[src/rtl/ctrl_pkg.sv]
// ctrl_pkg: opcode/ALU encodings, sequencer state enum and ALU decode helper
package ctrl_pkg;
  localparam int CNTW = 8;

  localparam logic [3:0] OP_LOAD  = 4'd0;
  localparam logic [3:0] OP_STORE = 4'd1;
  localparam logic [3:0] OP_ADD   = 4'd2;
  localparam logic [3:0] OP_SUB   = 4'd3;
  localparam logic [3:0] OP_AND   = 4'd4;
  localparam logic [3:0] OP_OR    = 4'd5;
  localparam logic [3:0] OP_XOR   = 4'd6;
  localparam logic [3:0] OP_SHL   = 4'd7;
  localparam logic [3:0] OP_SHR   = 4'd8;
  localparam logic [3:0] OP_SLT   = 4'd9;
  localparam logic [3:0] OP_BEQ   = 4'd10;
  localparam logic [3:0] OP_BNE   = 4'd11;
  localparam logic [3:0] OP_JMP   = 4'd12;
  localparam logic [3:0] OP_AES   = 4'd13;
  localparam logic [3:0] OP_I2C   = 4'd14;
  localparam logic [3:0] OP_MUL   = 4'd15;

  localparam logic [2:0] ALU_ADD = 3'd0;
  localparam logic [2:0] ALU_SUB = 3'd1;
  localparam logic [2:0] ALU_AND = 3'd2;
  localparam logic [2:0] ALU_OR  = 3'd3;
  localparam logic [2:0] ALU_XOR = 3'd4;
  localparam logic [2:0] ALU_SHL = 3'd5;
  localparam logic [2:0] ALU_SHR = 3'd6;
  localparam logic [2:0] ALU_SLT = 3'd7;

  typedef enum logic [2:0] {IDLE, FETCH, DECODE, EXEC, MEM, WB, COP_WAIT} state_t;

  typedef struct packed {
    logic       mode;
    logic [2:0] op;
  } alu_ctrl_t;

  // BEQ/BNE use the compare selects 1 and 2; the ALU applies its own sense
  function automatic alu_ctrl_t decodeAlu(input logic [3:0] opc);
    logic [3:0] rel;
    rel = opc - OP_ADD;
    return (opc >= OP_ADD && opc <= OP_SLT) ? {1'b1, rel[2:0]} :
           (opc == OP_BEQ) ? {1'b0, ALU_SUB} :
           (opc == OP_BNE) ? {1'b0, ALU_AND} :
           (opc == OP_MUL) ? {1'b1, ALU_ADD} : {1'b0, ALU_ADD};
  endfunction
endpackage

[src/rtl/cop_timeout_timer.sv]
// cop_timeout_timer: 8-bit coprocessor wait counter, expired in the wait cycle that reaches COP_TIMEOUT
module cop_timeout_timer
  import ctrl_pkg::*;
#(
  parameter int COP_TIMEOUT = 255
) (
  input  logic clk,
  input  logic reset,
  input  logic clear,
  input  logic en,
  output logic expired
);
  logic [CNTW-1:0] count, countNext;

  assign countNext = count + 1'b1;
  assign expired = en && countNext == CNTW'(COP_TIMEOUT);

  always_ff @(posedge clk or posedge reset)
    if (reset) count <= '0;
    else if (clear) count <= '0;
    else if (en) count <= countNext;
endmodule

[src/rtl/instr_sequencer.sv]
// instr_sequencer: fetch/decode/exec/mem/write-back control FSM with coprocessor start/done handshakes
// Defining INSTR_SEQUENCER_PERF_EN adds retired_cnt and stall_cnt outputs.
module instr_sequencer
  import ctrl_pkg::*;
#(
  parameter int OPW = 4,
  parameter int COP_TIMEOUT = 255
) (
  input  logic           clk,
  input  logic           reset,
  input  logic           run,
  input  logic           instr_valid,
  input  logic [OPW-1:0] opcode,
  input  logic           branch_taken,
  input  logic           aes_done,
  input  logic           i2c_done,
  input  logic           mul_done,
  output logic           fetch_req,
  output logic           alu_mode,
  output logic [2:0]     alu_op,
  output logic           exec_start,
  output logic           mem_read,
  output logic           mem_write,
  output logic           write_back,
  output logic           pc_load,
  output logic           aes_start,
  output logic           i2c_start,
  output logic           mul_start,
  output logic           busy,
  output logic           err_timeout
`ifdef INSTR_SEQUENCER_PERF_EN
  ,
  output logic [31:0]    retired_cnt,
  output logic [31:0]    stall_cnt
`endif
);
  state_t state, nextState, endState;
  logic [OPW-1:0] opReg;
  logic isLoad, isStore, isAlu, isBranch, isJump, isCop, copDone, copExpired;

  assign isLoad   = opReg == OP_LOAD;
  assign isStore  = opReg == OP_STORE;
  assign isAlu    = opReg >= OP_ADD && opReg <= OP_SLT;
  assign isBranch = opReg == OP_BEQ || opReg == OP_BNE;
  assign isJump   = opReg == OP_JMP;
  assign isCop    = opReg >= OP_AES;
  assign copDone  = (opReg == OP_AES && aes_done) || (opReg == OP_I2C && i2c_done) ||
                    (opReg == OP_MUL && mul_done);
  assign endState = run ? FETCH : IDLE;

  cop_timeout_timer #(.COP_TIMEOUT(COP_TIMEOUT)) timer (
    .clk(clk),
    .reset(reset),
    .clear(state == EXEC),
    .en(state == COP_WAIT),
    .expired(copExpired)
  );

  always_comb begin
    nextState = state;
    case (state)
      IDLE:     nextState = run ? FETCH : IDLE;
      FETCH:    nextState = instr_valid ? DECODE : run ? FETCH : IDLE;
      DECODE:   nextState = EXEC;
      EXEC:     nextState = (isLoad || isStore) ? MEM : isAlu ? WB : isCop ? COP_WAIT : endState;
      MEM:      nextState = isLoad ? WB : endState;
      WB:       nextState = endState;
      COP_WAIT: nextState = (copDone && opReg == OP_MUL) ? WB : (copDone || copExpired) ? endState : COP_WAIT;
      default:  nextState = IDLE;
    endcase
  end

  // Strobes are registered from nextState so they line up with the state they belong to
  always_ff @(posedge clk or posedge reset)
    if (reset) begin
      state       <= IDLE;
      opReg       <= '0;
      fetch_req   <= 1'b0;
      alu_mode    <= 1'b0;
      alu_op      <= '0;
      exec_start  <= 1'b0;
      mem_read    <= 1'b0;
      mem_write   <= 1'b0;
      write_back  <= 1'b0;
      pc_load     <= 1'b0;
      aes_start   <= 1'b0;
      i2c_start   <= 1'b0;
      mul_start   <= 1'b0;
      busy        <= 1'b0;
      err_timeout <= 1'b0;
    end else begin
      state <= nextState;
      if (fetch_req && instr_valid) opReg <= opcode;
      if (state == DECODE) {alu_mode, alu_op} <= decodeAlu(opReg);
      fetch_req   <= nextState == FETCH;
      exec_start  <= nextState == EXEC;
      mem_read    <= nextState == MEM && isLoad;
      mem_write   <= nextState == MEM && isStore;
      write_back  <= nextState == WB;
      pc_load     <= state == EXEC && (isJump || (isBranch && branch_taken));
      aes_start   <= state == EXEC && opReg == OP_AES;
      i2c_start   <= state == EXEC && opReg == OP_I2C;
      mul_start   <= state == EXEC && opReg == OP_MUL;
      busy        <= nextState != IDLE;
      err_timeout <= err_timeout || (state == COP_WAIT && copExpired && !copDone);
    end

`ifdef INSTR_SEQUENCER_PERF_EN
  logic retire;
  assign retire = (state inside {EXEC, MEM, WB, COP_WAIT}) && (nextState inside {FETCH, IDLE});

  always_ff @(posedge clk or posedge reset)
    if (reset) begin
      retired_cnt <= '0;
      stall_cnt   <= '0;
    end else begin
      if (retire) retired_cnt <= retired_cnt + 1'b1;
      if (state == COP_WAIT || (state == FETCH && !instr_valid)) stall_cnt <= stall_cnt + 1'b1;
    end
`endif
endmodule

[config.mk]
export PLATFORM = sky130hd
export DESIGN_NAME = instr_sequencer
export DESIGN_NICKNAME = d
export VERILOG_FILES = /design/src/rtl/ctrl_pkg.sv /design/src/rtl/cop_timeout_timer.sv /design/src/rtl/instr_sequencer.sv
export SDC_FILE = /design/constraint.sdc
export NUM_CORES = 1
export LEC_CHECK = 0
export BUFFER_PORTS_ARGS = -buffer_cell sky130_fd_sc_hd__buf_2
export CAP_MARGIN = 20
export CORE_MARGIN = 2
export CORE_UTILIZATION = 35
export CTS_BUF_LIST = sky130_fd_sc_hd__clkbuf_16
export CTS_CLUSTER_SIZE = 24
export DETAILED_ROUTE_END_ITERATION = 7
export PLACE_DENSITY_LB_ADDON = 0.1
export SLEW_MARGIN = 20
export SYNTH_ARGS = -nofsm -noshare
export SYNTH_HDL_FRONTEND = slang
export SYNTH_HIERARCHICAL = 1
export SYNTH_SLANG_ARGS = --single-unit
[constraint.sdc]
create_clock -name clk -period 5 [get_ports clk]
set_clock_uncertainty 0.05 [all_clocks]
set_input_delay 1 -clock clk [delete_from_list [all_inputs] [get_ports clk]]
set_output_delay 1 -clock clk [all_outputs]
set_load 0.005 [all_outputs]
==> results.sh, run 1 <==
export IMPL_vias=1260
export IMPL_clkLatencyLatePin_ns=0.27
export IMPL_multiInputGateArea_sq_um=764.5
export IMPL_grt_pass1_vias=1231
export IMPL_switching_share=0.3804
export IMPL_syn_inst=165
export IMPL_wl_per_cell_um=14.24
export IMPL_htreeDepth=2
export IMPL_p_per_area_nw_per_um2=566.2
export IMPL_async_reset_ff_frac=1.000
export IMPL_synthFlopType="dfrtp_1"
export IMPL_holdWs_ns=0.4208
export IMPL_path_clk_slew_ns=0.05
export IMPL_finalWirelength_um=3460
export IMPL_synth_top_area_frac=0.4702
export IMPL_synth_edff_count=0
export IMPL_post_cts_repair_setup_buffers=0
export IMPL_power_leakage_uw=0.0008750
export IMPL_crit_type="reg2reg"
export IMPL_die_h_um=71.54
export IMPL_rsz0062_at_grt="false"
export IMPL_synth_cell_types=44
export IMPL_grt_max_degree=23
export IMPL_cts_sinks=30
export IMPL_fillers=426
export IMPL_fp_coreArea_sq_um=4384
export IMPL_setup_viol=0
export IMPL_start_util=0.3642
export IMPL_die_w_um=71.54
export IMPL_fin_crit_sh=0.6207
export IMPL_post_dp_hpwl_um=2495
export IMPL_clock_power_share=0.258
export IMPL_synth_seq_cells=30
export IMPL_gp_congestion=0.9029
export IMPL_post_route_drc_count=0
export IMPL_yosys_warnings=6
export IMPL_status="finished clean"
export IMPL_reg2reg_slack_ns=1.90
export IMPL_p_comb_frac=0.344
export IMPL_finalNetCount=204
export IMPL_cts_buffers=5
export IMPL_r2r_start="state[0]$_DFF_PP0_"
export IMPL_io_pins=27
export IMPL_grt_ovfl_total=0
export IMPL_synth_common_cells="dfrtp_1, nor2_1, nand2_1, a21oi_1"
export IMPL_diodes=0
export IMPL_grt_usage=0.1482
export IMPL_grt_pass1_wl_um=5837
export IMPL_port_buffers=26
export IMPL_avgViaCountPerCell=5.185
export IMPL_drtPass1Iterations=4
export IMPL_slew_violations=0
export IMPL_holdPathEnd="err_timeout$_DFF_PP0_"
export IMPL_cts_hold_buf=0
export IMPL_required_ns=5.09
export IMPL_fin_setup_tns_ns=0
export IMPL_relSlewSlack=0.4089
export IMPL_areaGrowthSynthToFinish_pct=17.55
export IMPL_r2r_end="busy$_DFF_PP0_"
export IMPL_synth_seq_area_share=0.4702
export IMPL_hold_path_class="reg2reg"
export IMPL_p_sw_uw=404.2
export IMPL_netlist_area_sq_um=1597
export IMPL_root_buffer="clkbuf_16"
export IMPL_irDropWorstVdd_uv=234.7
export IMPL_p_int_uw=658.4
export IMPL_synthTopCellsByArea="dfrtp_1, nor2_1, xor2_1, mux2_2, nand2_1"
export IMPL_clockBufferDepth=2
export IMPL_worst_slew_pin_slew_ns=0.8857
export IMPL_synth_fp_nets=179
export IMPL_fmax_mhz=322.2
export IMPL_yosysTopAreaCell="dfrtp_1"
export IMPL_hold_viol=0
export IMPL_antenna_left=0
export IMPL_rows=24
export IMPL_cp_end_kind="flop"
export IMPL_ctsResizeCount=0
export IMPL_start_kind="flop"
export IMPL_regArea_sq_um=750.7
export IMPL_antenna_found_initial=0
export IMPL_synth_most_common_cell="dfrtp_1"
export IMPL_drtIter0Drc=45
export IMPL_min_path_cells=1
export IMPL_cp_max_fo=13
export IMPL_die_area_sq_um=5118
export IMPL_p_seq_frac=0.398
export IMPL_drv_cap=0
export IMPL_syn_area_per_cell_sq_um=9.676
export IMPL_final_layout_size_suffix_gt1_frac=0.2147
export IMPL_cts_tree="built"
export IMPL_fin_crit_ns=3.103
export IMPL_min_from="err_timeout$_DFF_PP0_"
export IMPL_crit_arrival_ns=3.20
export IMPL_worstRegToRegCells=7
[cell families after synthesis]
group	Yosys count	synth area share
buf+inv	16	0.05094
simple gates	68	0.2288
fa+ha+maj	2	0.01567
compound gates	32	0.1324
flops	30	0.4702
mux	6	0.04153
xor+xnor	11	0.06035
[layer usage]
layer | vias up | part of all wire | track usage
met5 | - | 0 | 0
met4 | 0 | 0.010 | 0.05870
met3 | 4 | 0.052 | 0.04219
met1 | 600 | 0.50 | 0.2118
met2 | 30 | 0.44 | 0.2119
li1 | 626 | - | -
[registers in the layout (all words and copies together) (netlist names)]
| register | flops |
|---|---|
| err_timeout | 1 |
| mem_write | 1 |
| state | 3 |
| mul_start | 1 |
| mem_read | 1 |
| timer/count | 8 |
| write_back | 1 |
| opReg | 4 |
| busy | 1 |
| aes_start | 1 |
| alu_op | 3 |
| pc_load | 1 |
| alu_mode | 1 |
| fetch_req | 1 |
| exec_start | 1 |
| i2c_start | 1 |
[worst max-delay path, stage by stage, from the launching register on]
cell and delay [ns]:
dfrtp_1 0.42, nand2b_1 0.24, nor2_1 0.68, nand4_1 0.20
a2111oi_2 0.48, o21ai_1 0.15, a211o_1 0.38, or3_1 0.38
[area by class of cell]
| class | instances | share of cell area |
|---|---|---|
| repair buffers | 26 | 0.06933 |
| multi-input cells | 119 | 0.4073 |
| inverters | 8 | 0.01600 |
| clock inverters | 3 | 0.006000 |
| well taps | 52 | 0.03467 |
| flip-flops and latches | 30 | 0.4000 |
| clock buffers | 5 | 0.06667 |
[through the flow]
stage | std cells | setup WS, ns | area, sq um | power [uW] | utilization
6_report | 243 | 1.897 | 1877 | 1063 | 0.4281
5_1_grt | 243 | 1.629 | 1877 | 1154 | 0.4281
4_1_cts | 243 | 1.892 | 1877 | 1075 | 0.4281
3_5_place_dp | 235 | 1.906 | 1740 | 794.0 | 0.3970
3_3_place_gp | 235 | 2.064 | 1740 | 781.5 | 0.3970
2_1_floorplan | 165 | 2.451 | 1597 | 697.7 | -
[power groups by stage]
stage	Sequential (uW)	Combinational [uW]	Clock, uW
2_1_floorplan	365	333	0
3_3_place_gp	420	362	0
3_5_place_dp	427	367	0
4_1_cts	422	369	283
5_1_grt	440	417	297
6_report	423	366	274
[worst max-delay path by stage]
stage	start	to	slack [ns]
6_report	state[0]$_DFF_PP0_	busy$_DFF_PP0_	1.90
3_3_place_gp	state[0]$_DFF_PP0_	busy$_DFF_PP0_	2.06
5_1_grt	state[0]$_DFF_PP0_	busy$_DFF_PP0_	1.63
2_1_floorplan	timer/count[0]$_DFFE_PP0P_	busy$_DFF_PP0_	2.45
3_5_place_dp	state[0]$_DFF_PP0_	busy$_DFF_PP0_	1.91
4_1_cts	state[0]$_DFF_PP0_	busy$_DFF_PP0_	1.89
[layout by cell type, fill, tap and decap left out, types with 2 or more instances in the layout]
cell type | synthesis | final
clkbuf_16 | 0 | 5
nand2_1 | 15 | 15
nor3_1 | 2 | 2
nor3b_1 | 2 | 2
inv_1 | 8 | 8
dfrtp_1 | 30 | 30
and3_1 | 3 | 3
xor2_1 | 8 | 8
mux2_2 | 5 | 5
nand4_1 | 3 | 3
xnor2_1 | 3 | 3
nor2_1 | 20 | 20
a31oi_1 | 3 | 3
ha_1 | 2 | 2
or3_1 | 3 | 3
buf_2 | 3 | 26
a211oi_1 | 2 | 2
nand3_1 | 6 | 6
o21ai_0 | 8 | 8
a21oi_1 | 9 | 9
clkinv_1 | 0 | 3
nand3b_1 | 3 | 3
nand2b_1 | 2 | 2
Note: power is estimated with default switching activity, not from simulation.
==> run 2: changes to the inputs <==
==> constraint.sdc (replaced) <==
create_clock -name clk -period 2.53 [get_ports clk]
set_clock_uncertainty 0.05 [all_clocks]
set_input_delay 0.506 -clock clk [delete_from_list [all_inputs] [get_ports clk]]
set_output_delay 0.506 -clock clk [all_outputs]
set_load 0.005 [all_outputs]
==> results.sh, run 2 (synthesis results as in run 1) <==
export IMPL_final_layout_size_suffix_gt1_frac=0.2551
export IMPL_antenna_left=0
export IMPL_crit_slowest_cell="dfrtp_1"
export IMPL_drtPass1Iterations=4
export IMPL_grtUsageMet1=0.2129
export IMPL_stdcell_area_sq_um=1964
export IMPL_areaGrowthSynthToFinish_pct=23.04
export IMPL_worst_slew_pin_slew_ns=0.8198
export IMPL_fp_coreArea_sq_um=4384
export IMPL_io_pins=27
export IMPL_power_uw=2283
export IMPL_fin_crit_ns=2.409
export IMPL_grt_pass1_vias=1280
export IMPL_largest_reg_flops=8
export IMPL_cts_hold_buf=0
export IMPL_r2r_end="busy$_DFF_PP0_"
export IMPL_post_dp_hpwl_um=2683
export IMPL_htreeDepth=2
export IMPL_p_per_area_nw_per_um2=1162
export IMPL_reg_largest_list="timer/count: 8 flops, opReg: 4 flops"
export IMPL_vias=1322
export IMPL_grt_ovfl_total=0
export IMPL_root_buffer="clkbuf_16"
export IMPL_clockBufferDepth=2
export IMPL_cts_buffers=5
export IMPL_hold_path_class="in2async"
export IMPL_use_met2=0.2459
export IMPL_holdWs_ns=0.1405
export IMPL_worstPathCellList="and2_4 > xnor2_1 > or3b_1 > a2111oi_4 > o21ai_1 > a211o_1 > or3_1"
export IMPL_port_buffers=26
export IMPL_gp_congestion=0.9133
export IMPL_crit_type="reg2reg"
export IMPL_start_kind="flop"
export IMPL_fin_crit_sh=0.9522
export IMPL_p_seq_frac=0.349
export IMPL_grt_usage=0.1593
export IMPL_switching_share=0.3670
export IMPL_cp_end_kind="flop"
export IMPL_power_leakage_uw=0.0009172
export IMPL_cts_sinks=30
export IMPL_die_area_sq_um=5118
export IMPL_regMostFlops="timer/count"
export IMPL_clock_power_share=0.281
export IMPL_setup_viol=0
export IMPL_finalWirelength_um=3775
export IMPL_hold_viol=0
export IMPL_relSlewSlack=0.4529
export IMPL_crit_arrival_ns=2.51
export IMPL_rsz0062_at_grt="true"
export IMPL_grtUsageMet3=0.04782
export IMPL_cp_max_fo=4
export IMPL_place_area_sq_um=1798
export IMPL_grt_pass1_wl_um=6210
export IMPL_crit_buf_inv=0
export IMPL_reg2reg_slack_ns=0.12
export IMPL_path_clk_slew_ns=0.05
export IMPL_p_int_uw=1445
export IMPL_start_util=0.3642
export IMPL_slew_violations=0
export IMPL_cts_tree="built"
export IMPL_worstRegToRegCells=7
export IMPL_irDropWorstVdd_uv=455.2
export IMPL_p_comb_frac=0.369
export IMPL_final_util=0.4481
export IMPL_fin_setup_tns_ns=0
export IMPL_final_common_cell="dfrtp_1"
export IMPL_die_h_um=71.54
export IMPL_die_w_um=71.54
export IMPL_grt_max_degree=23
export IMPL_status="finished clean"
export IMPL_critPathTopFamily="simple AND/OR/NAND/NOR gates"
export IMPL_wl_per_cell_um=15.22
export IMPL_antenna_found_initial=0
export IMPL_fmax_mhz=415.1
export IMPL_p_sw_uw=837.9
export IMPL_avgViaCountPerCell=5.331
export IMPL_cpPeakStageDelay_ns=0.40
export IMPL_finalNetCount=210
export IMPL_drtIter0Drc=57
export IMPL_final_cell_mix="dfrtp_1, buf_2, nor2_1"
export IMPL_rows=24
export IMPL_post_route_drc_count=0
export IMPL_drv_cap=0
export IMPL_diodes=0
export IMPL_r2r_start="timer/count[1]$_DFFE_PP0P_"
export IMPL_busiest_layer="met2"
export IMPL_clkLatencyLatePin_ns=0.27
export IMPL_required_ns=2.63
run 2: cell count changes in the layout (fill, tap and decap cells not counted), sizes merged:
cell / delta
buf: +6
clkinv: -2
bufinv: +1
run 2: timing repair:
item | in CTS | in global routing
endpoints found under the setup margin | 0 | 4
buffers inserted | 0 | 0
resized for setup | 0 | 2
run 2: power groups by stage:
stage	sequential, uW	clock [uW]	combinational [uW]
6_report	798	642	843
5_1_grt	823	679	918
4_1_cts	795	659	838
3_5_place_dp	797	0	826
3_3_place_gp	795	0	822
2_1_floorplan	721	0	658
run 2: cell type report:
cell class | instances | area (sq um)
well taps | 52 | 65.06
clock inverters | 2 | 33.78
flip-flops and latches | 30 | 750.7
multi-input cells | 119 | 784.5
inverters | 8 | 30.03
clock buffers | 5 | 125.1
fillers | 426 | 2420
repair buffers | 32 | 175.2
run 2: worst reg2reg max path: stages, from the launching register on:
cell	delay [ns]
dfrtp_1	0.40
and2_4	0.19
xnor2_1	0.12
or3b_1	0.39
a2111oi_4	0.33
o21ai_1	0.12
a211o_1	0.32
or3_1	0.37
run 2: worst max-delay path by stage:
stage	start	to	cells after the start
2_1_floorplan	timer/count[0]$_DFFE_PP0P_	busy$_DFF_PP0_	6
3_3_place_gp	timer/count[1]$_DFFE_PP0P_	busy$_DFF_PP0_	7
3_5_place_dp	timer/count[1]$_DFFE_PP0P_	busy$_DFF_PP0_	7
4_1_cts	timer/count[1]$_DFFE_PP0P_	busy$_DFF_PP0_	7
5_1_grt	timer/count[1]$_DFFE_PP0P_	fetch_req$_DFF_PP0_	9
6_report	timer/count[1]$_DFFE_PP0P_	busy$_DFF_PP0_	7
run 2: stage by stage:
step / setup slack [ns] / cells
after floorplan: 0.04696 / 165
after global routing: -0.008777 / 248
after global placement: 0.1240 / 241
final: 0.1209 / 248
after CTS: 0.04118 / 248
after detailed placement: 0.05482 / 241
run 2: per-layer routing:
metal / up-vias / routed length, um
met5: - / 0
met4: 0 / 45
met3: 4 / 233
met2: 46 / 1740
met1: 632 / 1755
li1: 640 / -
==> run 3: changes to the inputs <==
--- a/config.mk
+++ b/config.mk
@@ -16,5 +16,4 @@
 export SLEW_MARGIN = 20
 export SYNTH_ARGS = -nofsm -noshare
 export SYNTH_HDL_FRONTEND = slang
-export SYNTH_HIERARCHICAL = 1
 export SYNTH_SLANG_ARGS = --single-unit
==> constraint.sdc (replaced) <==
create_clock -name clk -period 2.05 [get_ports clk]
set_clock_uncertainty 0.05 [all_clocks]
set_input_delay 0.41 -clock clk [delete_from_list [all_inputs] [get_ports clk]]
set_output_delay 0.41 -clock clk [all_outputs]
set_load 0.005 [all_outputs]
==> results.sh, run 3 <==
export IMPL_grt_ovfl_total=0
export IMPL_finalNetCount=218
export IMPL_worstPathCellList="ha_4 > nand3_2 > or3_4 > a211o_1 > o31a_1 > o21a_1 > and4b_1"
export IMPL_cts_sinks=30
export IMPL_crit_buf_inv=0
export IMPL_status="finished clean"
export IMPL_path_clk_slew_ns=0.05
export IMPL_setup_viol=0
export IMPL_synthFlopType="dfrtp_1"
export IMPL_regMostFlops="timer.count"
export IMPL_grt_max_degree=31
export IMPL_fin_crit_ns=2.033
export IMPL_slew_violations=0
export IMPL_required_ns=2.16
export IMPL_synth_most_common_cell="dfrtp_1"
export IMPL_clkLatencyLatePin_ns=0.27
export IMPL_antenna_found_initial=0
export IMPL_stdcell_area_sq_um=1968
export IMPL_crit_slowest_cell="dfrtp_1"
export IMPL_synth_seq_cells=30
export IMPL_power_uw=2668
export IMPL_largest_reg_flops=8
export IMPL_fillers=416
export IMPL_place_inst=245
export IMPL_p_seq_frac=0.351
export IMPL_r2r_start="timer.count[0]$_DFFE_PP0P_"
export IMPL_reg2reg_slack_ns=0.02
export IMPL_async_reset_ff_frac=1.000
export IMPL_start_util=0.3693
export IMPL_clock_power_share=0.306
export IMPL_hold_path_class="in2async"
export IMPL_irDropWorstVdd_uv=649.0
export IMPL_cts_hold_buf=0
export IMPL_synth_seq_area_share=0.4975
export IMPL_synth_top_area_frac=0.4975
export IMPL_rsz0062_at_grt="true"
export IMPL_busiest_layer="met2"
export IMPL_post_route_drc_count=0
export IMPL_p_sw_uw=905.6
export IMPL_areaGrowthSynthToFinish_pct=30.43
export IMPL_syn_inst=163
export IMPL_crit_type="reg2reg"
export IMPL_drtIter0Drc=31
export IMPL_use_met2=0.2489
export IMPL_synth_common_cells="dfrtp_1, nor2_1, nand2_1, o21ai_0, a21oi_1"
export IMPL_cp_max_fo=4
export IMPL_synth_fp_nets=177
export IMPL_grt_usage=0.1508
export IMPL_cp_end_kind="flop"
export IMPL_htreeDepth=2
export IMPL_drtPass1Iterations=4
export IMPL_grt_pass1_wl_um=5823
export IMPL_power_leakage_uw=0.0009307
export IMPL_synth_edff_count=0
export IMPL_start_kind="flop"
export IMPL_final_common_cell="dfrtp_1"
export IMPL_synthTopCellsByArea="dfrtp_1, nor2_1, o21ai_0, nand2_1, mux2_2"
export IMPL_gp_congestion=0.7525
export IMPL_die_area_sq_um=4853
export IMPL_finalWirelength_um=3343
export IMPL_synth_cell_types=39
export IMPL_switching_share=0.3395
export IMPL_io_pins=27
export IMPL_antenna_left=0
export IMPL_netlist_area_sq_um=1509
export IMPL_fin_crit_sh=0.9915
export IMPL_cts_tree="built"
export IMPL_grtUsageMet3=0.04360
export IMPL_diodes=0
export IMPL_reg_largest_list="timer.count: 8 flops, opReg: 4 flops"
export IMPL_cpPeakStageDelay_ns=0.39
export IMPL_grtUsageMet1=0.1868
export IMPL_final_cell_mix="dfrtp_1, buf_2, nor2_1"
export IMPL_fmax_mhz=492.0
export IMPL_p_int_uw=1762
export IMPL_grt_pass1_vias=1308
export IMPL_clockBufferDepth=2
export IMPL_port_buffers=26
export IMPL_final_cells=255
export IMPL_crit_arrival_ns=2.14
export IMPL_place_area_sq_um=1782
export IMPL_yosys_warnings=0
export IMPL_worst_slew_pin_slew_ns=0.5286
export IMPL_rows=23
export IMPL_root_buffer="clkbuf_16"
export IMPL_drv_cap=0
export IMPL_critPathTopFamily="compound AO/OA/AOI/OAI gates"
export IMPL_yosysTopAreaCell="dfrtp_1"
export IMPL_vias=1269
export IMPL_post_dp_hpwl_um=2512
export IMPL_final_layout_size_suffix_gt1_frac=0.2878
export IMPL_cts_buffers=5
export IMPL_wl_per_cell_um=13.11
export IMPL_crit_path_start="timer.count[0]$_DFFE_PP0P_"
export IMPL_p_per_area_nw_per_um2=1355
export IMPL_die_w_um=69.66
export IMPL_setup_ws_ns=0.01745
export IMPL_relSlewSlack=0.6463
export IMPL_fp_coreArea_sq_um=4086
export IMPL_p_comb_frac=0.343
export IMPL_post_place_ws_ns=0.02550
export IMPL_final_util=0.4816
export IMPL_die_h_um=69.66
export IMPL_hold_viol=0
export IMPL_syn_area_per_cell_sq_um=9.257
export IMPL_avgViaCountPerCell=4.976
[run 3: changes by cell type after synthesis, moves of 3 or more]
cell	previous run	this run
clkbuf_1	3	6
xor2_1	8	2
and2_1	1	5
nor2b_1	1	5
buf_2	3	0
nand3b_1	3	0
o21ai_0	8	12
[run 3: power groups by stage]
stage          Clock (uW)  Combinational (uW)  Sequential [uW]
2_1_floorplan           0                 657              862
3_3_place_gp            0                 898              938
3_5_place_dp            0                 908              945
4_1_cts               833                 921              938
5_1_grt               861                1040              969
6_report              817                 914              936
[run 3: worst paths after layout]
check | endpoint | depth (start not counted)
min in group clk | opReg[1]$_DFFE_PP0P_ | 2
setup / recovery | mem_read$_DFF_PP0_ | 7
hold reg to reg | err_timeout$_DFF_PP0_ | 1
hold / removal | aes_start$_DFF_PP0_ | 3
max in group asynchronous | timer.count[1]$_DFFE_PP0P_ | 3
setup reg to reg | mem_read$_DFF_PP0_ | 7
[run 3: kinds of logic after synthesis]
family                   count (synthesis)  share of synthesized area
AND/OR/NAND/NOR                         70                     0.2297
AO/OA/AOI/OAI                           37                     0.1542
flip-flops                              30                     0.4975
buffers and inverters                   14                    0.03483
multiplexers                             6                    0.04394
XOR/XNOR                                 4                    0.02322
adder cells (fa/ha/maj)                  2                    0.01658
[run 3: layer usage]
| layer | vias up | routed length, um |
|---|---|---|
| met5 | - | 0 |
| met4 | 0 | 39 |
| met3 | 5 | 156 |
| met2 | 32 | 1562 |
| met1 | 586 | 1585 |
| li1 | 646 | - |
[run 3: repair_timing]
item	in CTS	in global routing
endpoints found under the hold margin	0	0
buffers inserted	1	1
gates resized for setup	0	1
pin swaps	0	1
setup endpoints to repair	1	4
[run 3: area by class of cell]
class | count | area, sq um | share of cell area
Tap cell | 50 | 62.56 | 0.03179
Inverter | 8 | 30.03 | 0.01526
Clock buffer | 5 | 125.1 | 0.06357
Multi-Input combinational cell | 119 | 723.2 | 0.3675
Clock inverter | 3 | 41.29 | 0.02098
Sequential cell | 30 | 750.7 | 0.3814
Timing Repair Buffer | 40 | 235.2 | 0.1195
[run 3: through the flow]
step / setup TNS, ns / hold WS (ns)
final: 0 / 0.1533
after global routing: -0.1049 / 0.1970
after CTS: 0 / 0.1736
after detailed placement: 0 / 0.4228
after global placement: 0 / 0.4103
after floorplan: 0 / 0.4163
[run 3: worst min-delay path, stage by stage]
cell and delay, ns:
buf_2 0.10, inv_1 0.04, buf_4 0.34
